<file path="config.mk">
export PLATFORM = sky130hd
export DESIGN_NAME = friet_permutation_protected_iter
export DESIGN_NICKNAME = d
export VERILOG_FILES = /design/src/rtl/friet_permutation_protected_iter.sv
export SDC_FILE = /design/constraint.sdc
export NUM_CORES = 2
export LEC_CHECK = 0
export CORE_AREA = 2 2 399 401
export CTS_CLUSTER_SIZE = 24
export DETAILED_ROUTE_END_ITERATION = 10
export DIE_AREA = 0 0 401 403
export PLACE_DENSITY = 0.49
export SYNTH_ARGS = -nofsm -noshare
export SYNTH_HDL_FRONTEND = slang
export SYNTH_SLANG_ARGS = --single-unit
</file>
<file path="constraint.sdc">
create_clock -name clk -period 6.14 [get_ports clk]
set_input_delay 0.921 -clock clk [delete_from_list [all_inputs] [get_ports clk]]
set_output_delay 0.921 -clock clk [all_outputs]
set_load 0.02 [all_outputs]
</file>
<file path="src/rtl/friet_permutation_protected_iter.sv">
// Iterative Friet-PC permutation core: ROUNDS_PER_CYCLE chained rounds per clock, valid/ready on both sides.
// Define FRIET_PERM_ABORT_EN to add the abort port and its clearing logic.
module friet_permutation_protected_iter #(
    parameter int unsigned NUM_ROUNDS       = 24,
    parameter int unsigned ROUNDS_PER_CYCLE = 1
) (
    input  logic         clk,
    input  logic         arstn,
    input  logic [511:0] din,
    input  logic         din_valid,
    output logic         din_ready,
    output logic [511:0] dout,
    output logic         dout_valid,
    input  logic         dout_ready
`ifdef FRIET_PERM_ABORT_EN
    ,
    input  logic         abort
`endif
);

    localparam logic [4:0] RoundStep = 5'(ROUNDS_PER_CYCLE);
    localparam logic [4:0] LastIdx   = 5'(NUM_ROUNDS - ROUNDS_PER_CYCLE);

    if (NUM_ROUNDS < 1 || NUM_ROUNDS > 24 || ROUNDS_PER_CYCLE < 1 ||
        (NUM_ROUNDS % ROUNDS_PER_CYCLE) != 0) begin : g_bad_cfg
        $error("friet_permutation_protected_iter: illegal NUM_ROUNDS/ROUNDS_PER_CYCLE");
    end

    typedef enum logic [1:0] {StIdle, StRun, StDone} fsm_e;

    fsm_e         fsm_q, fsm_d;
    logic [511:0] st_q, st_d;
    logic [4:0]   round_q, round_d;
    logic [511:0] rounds_out;

    // {rc_c, rc_d} per round index
    function automatic logic [9:0] rc_rom(input logic [4:0] idx);
        logic [9:0] rc;
        case (idx)
            5'd0:    rc = {5'h0F, 5'h19};
            5'd1:    rc = {5'h1E, 5'h02};
            5'd2:    rc = {5'h0D, 5'h14};
            5'd3:    rc = {5'h1A, 5'h08};
            5'd4:    rc = {5'h05, 5'h11};
            5'd5:    rc = {5'h1B, 5'h03};
            5'd6:    rc = {5'h06, 5'h17};
            5'd7:    rc = {5'h1C, 5'h0F};
            5'd8:    rc = {5'h09, 5'h1E};
            5'd9:    rc = {5'h12, 5'h0D};
            5'd10:   rc = {5'h04, 5'h1A};
            5'd11:   rc = {5'h18, 5'h05};
            5'd12:   rc = {5'h01, 5'h1B};
            5'd13:   rc = {5'h13, 5'h06};
            5'd14:   rc = {5'h07, 5'h1C};
            5'd15:   rc = {5'h1F, 5'h09};
            5'd16:   rc = {5'h0E, 5'h12};
            5'd17:   rc = {5'h1D, 5'h04};
            5'd18:   rc = {5'h0A, 5'h18};
            5'd19:   rc = {5'h15, 5'h01};
            5'd20:   rc = {5'h0B, 5'h13};
            5'd21:   rc = {5'h16, 5'h07};
            5'd22:   rc = {5'h0C, 5'h1F};
            5'd23:   rc = {5'h19, 5'h0E};
            default: rc = '0;
        endcase
        return rc;
    endfunction

    function automatic logic [127:0] rotl(input logic [127:0] x, input int unsigned n);
        return (x << n) | (x >> (128 - n));
    endfunction

    // rc[4] selects nibble positions 16..28 instead of 0..12
    function automatic logic [127:0] inject(input logic [127:0] x, input logic [4:0] rc);
        logic [15:0] nib;
        nib = {3'b0, rc[3], 3'b0, rc[2], 3'b0, rc[1], 3'b0, rc[0]};
        return x ^ {96'b0, rc[4] ? nib : 16'b0, rc[4] ? 16'b0 : nib};
    endfunction

    function automatic logic [511:0] friet_round(input logic [511:0] s, input logic [9:0] rc);
        logic [127:0] a, b, c, d, f1, f2, s1, s2, n;
        a  = s[511:384];
        b  = s[383:256];
        c  = inject(s[255:128], rc[9:5]);
        d  = inject(s[127:0], rc[4:0]);
        f1 = rotl(a, 1) ^ c;
        f2 = rotl(a, 1) ^ b;
        s1 = rotl(f1, 80) ^ a;
        s2 = rotl(f1, 80) ^ f2;
        n  = rotl(s1, 67) & rotl(s2, 36);
        return {n ^ d, s2, s1, n ^ f1};
    endfunction

    for (genvar k = 0; k < ROUNDS_PER_CYCLE; k++) begin : g_round
        logic [511:0] in_s, out_s;
        if (k == 0) begin : g_first
            assign in_s = st_q;
        end else begin : g_next
            assign in_s = g_round[k-1].out_s;
        end
        assign out_s = friet_round(in_s, rc_rom(round_q + 5'(k)));
    end
    assign rounds_out = g_round[ROUNDS_PER_CYCLE-1].out_s;

    always_ff @(posedge clk or negedge arstn) begin
        if (!arstn) begin
            fsm_q   <= StIdle;
            st_q    <= '0;
            round_q <= '0;
        end else begin
            fsm_q   <= fsm_d;
            st_q    <= st_d;
            round_q <= round_d;
        end
    end

    always_comb begin
        fsm_d   = fsm_q;
        st_d    = st_q;
        round_d = round_q;
        unique case (fsm_q)
            StIdle: begin
                if (din_valid) begin
                    fsm_d   = StRun;
                    st_d    = din;
                    round_d = '0;
                end
            end
            StRun: begin
                st_d = rounds_out;
                if (round_q == LastIdx) begin
                    fsm_d   = StDone;
                    round_d = '0;
                end else begin
                    round_d = round_q + RoundStep;
                end
            end
            StDone: begin
                if (dout_ready) begin
                    fsm_d = StIdle;
                    st_d  = '0;
                end
            end
            default: begin
                fsm_d   = StIdle;
                st_d    = '0;
                round_d = '0;
            end
        endcase
`ifdef FRIET_PERM_ABORT_EN
        // Abort wins over any load or result transfer in the same cycle
        if (abort) begin
            fsm_d   = StIdle;
            st_d    = '0;
            round_d = '0;
        end
`endif
    end

    always_comb begin
        din_ready  = (fsm_q == StIdle);
        dout_valid = (fsm_q == StDone);
        dout       = (fsm_q == StDone) ? st_q : '0;
    end

endmodule

</file>
==> impl_results.md <==
* CP endpoint kind: output port
* Finished Core Util at 0.324
* CP Launch Type: flip-flop
* Post-cts sizing count at 0
* Ranking of synthesized cells by area: dfrtp_1 (37%), xnor2_1 (15%), and3_1 (9.5%), o21ai_0 (8.1%), nand2_1 (6.0%)
* Clock tree sinks at between 500 and 600
* Synth top area share at 0.372
* Initial DRC Count at roughly 5000
* GRT overflow at 0
* Final Slew Violations at 0
* Seq/Total Area, Yosys at 0.372
* Busiest grt layer: met2
* Syn nets at 4801
* Drt total wl at 293000 um
* CTS tree: built
* Avg Cell Area, Syn at 8.17 sq um
* Setup bufs post-CTS at 0
* Die extent in x at roughly 400 um
* Max-cap viol count at 0
* Inst Count DP at roughly 7200
* Fin crit period at a little under 5 ns
* Clk_skew at approximately 0.029 ns
* Vias in the first global route at 36900
* Worst hold margin at 0.219 ns
* First-pass GRT wire length at between 300000 and 400000 um
* Outcome: finished clean
* Synth Instances at about 4300
* Met2 usage at 0.542
* Post-synth EDFFs at 0
* Final Cycle Share at 0.799
* Routed len/inst at 39.7 um
* Worst Path Required at ~5.2 ns
* H-tree levels at 3
* Yosys warnings at 0
* I/O Pins at 1030
* Clock buffer depth at 3
* #FFs+latches synth at ~520
* Share of cells above drive strength 1 at 0.0661
* 1st-pass router iterations at 5
* Total negative slack at 0 ns
* Post-Layout Cell Count at ~7400
* Placement Rows at around 150
* Grt met1 use at 0.442
* Starting Density at 0.222
* Largest net degree at the start of global routing at 226
* Routability cong. at roughly 0.96
* Crit path max fanout at 150
* Synth area leader: dfrtp_1
* Hold buffers post-CTS at 0
* Crit path arrival time at 3.99 ns
* M3 GR Usage at 0.111
* Vias at slightly below 40000
* RSZ-0062 raised after global routing: no
* TritonCTS Buffers at 75
* Number of setup violations in the final report at 0
* Clock Latency Late Sink at approximately 0.70 ns
* Classification of the worst-slack hold path: in -> async
* Clk pin slew, worst setup/hold paths at around 0.070 ns
* Clock root cell: clkbuf_16
* DRC Markers at 0
* Initial antenna violation count at 80
* Fraction of registers with async set/reset at 1.00
* Worst-margin pin slew at ~1.5 ns
* Area of the core at 157000 sq um
* Fin nets at about 5700
* Fmax at 204 MHz
* Dominant synthesized flop cell: dfrtp_1
* Synthesized cell area at ~35000 sq um
* Synth cell types at 62
* Total GRT Usage at 0.350
* Final ANT Viol Nets at 0
* Dpl hpwl at ~230000 um
* Vias per cell at 5.21
* Die ar. at around 160000 sq um
* Critical path class: reg -> out
* Final number of hold-violating endpoints at 0
* Port bufs at 1029
* Area Overhead vs Synth at 45.9%
* Die H at ~400 um
* Slew margin rel. at 0.0175
[cells by family after synthesis]
| kind of cell | share of synthesized area |
|---|---|
| mux | 0.0237 |
| buf+inv | 0.0380 |
| compound gates | 0.154 |
| xor+xnor | 0.199 |
| flops | 0.372 |
| simple gates | 0.211 |
| fa+ha+maj | 0.00215 |
[per-stage QoR]
stage	setup WS, ns	cell area, sq um
6_report	1.23	51000
3_5_place_dp	2.16	48500
3_3_place_gp	2.19	48500
5_1_grt	1.19	50900
2_1_floorplan	3.31	35000
4_1_cts	1.41	50900
[synthesized netlist by cell type (8+ instances only)]
| cell | number |
|---|---|
| and3_1 | 529 |
| inv_1 | 10 |
| a22oi_1 | 18 |
| o21ai_0 | 569 |
| buf_1 | 24 |
| o21ai_1 | 17 |
| xor2_1 | 182 |
| xnor2_1 | 596 |
| a21oi_1 | 306 |
| mux2i_1 | 79 |
| nor2b_1 | 75 |
| o22ai_1 | 9 |
| a22o_1 | 49 |
| clkbuf_1 | 308 |
| nand2_1 | 557 |
| nor2_1 | 344 |
| dfrtp_1 | 519 |
| nor3_1 | 8 |
[registers in the layout, summed over array words and instances, names as in the netlist]
register	count
g_round.in_s	512
fsm_q	2
round_q	5
[worst max-delay path, cell delays in order (launching register included)]
cell and delay [ns]:
dfrtp_4 0.66, inv_8 0.56, buf_12 0.41, and3_1 0.25
clkdlybuf4s50_1 0.83
[worst paths after layout]
| path | from | to | slack [ns] | cells after the start |
|---|---|---|---|---|
| worst max register to register | round_q[0] | g_round[0].in_s[423] | 2.04 | 9 |
| max in group asynchronous | arstn | g_round[0].in_s[108] | 4.51 | 2 |
| worst min register to register | g_round[0].in_s[37] | g_round[0].in_s[37] | 0.52 | 2 |
| worst max-delay path | fsm_q[0] | dout[129] | 1.23 | 4 |
| min in group clk | g_round[0].in_s[37] | g_round[0].in_s[37] | 0.52 | 2 |
| worst min-delay path | arstn | g_round[0].in_s[15] | 0.22 | 1 |
[routing by layer]
layer / share of wire / wire length [um]
met1: 0.40 / 119000
met2: 0.44 / 130000
met3: 0.097 / 28500
met4: 0.052 / 15200
met5: 0.0011 / 315
[cell usage in the layout, fill, tap and decap left out, types with 3 or more instances in the layout]
master | Yosys | final
clkdlybuf4s50_1 | 0 | 1028
o21ai_0 | 569 | 569
nand2_1 | 557 | 556
xnor2_1 | 596 | 555
and3_1 | 529 | 529
dfrtp_1 | 519 | 517
nor2_1 | 344 | 342
a21oi_1 | 306 | 306
xor2_1 | 182 | 178
buf_4 | 1 | 144
mux2i_1 | 79 | 79
clkbuf_16 | 0 | 76
nor2b_1 | 75 | 75
a22o_1 | 49 | 49
xnor2_2 | 1 | 42
diode_2 | 0 | 38
buf_12 | 0 | 22
a22oi_1 | 18 | 18
o21ai_1 | 17 | 17
clkbuf_8 | 0 | 16
clkbuf_1 | 308 | 14
clkinv_2 | 0 | 13
inv_1 | 10 | 9
o22ai_1 | 9 | 9
nor3_1 | 8 | 8
nand2b_1 | 6 | 6
ha_1 | 6 | 6
xnor3_1 | 5 | 5
inv_6 | 0 | 5
xor2_2 | 0 | 4
nand3_1 | 4 | 4
bufinv_16 | 0 | 4
o21a_1 | 3 | 3
and2_1 | 4 | 3
o211a_1 | 3 | 3
[area by class of cell]
type	count	area (sq um)
fill	16800	106000
multi-input combinational	3412	21000
sequential	519	13000
timing repair buffer	1195	11800
tap	2072	2590
clock buffer	106	2170
clock inverter	26	269
antenna	38	95.1
inverter	10	45.0
Power is left out: the tool's default activity adds up to more than one toggle a clock period on the data nets, which glitch-free logic cannot reach.
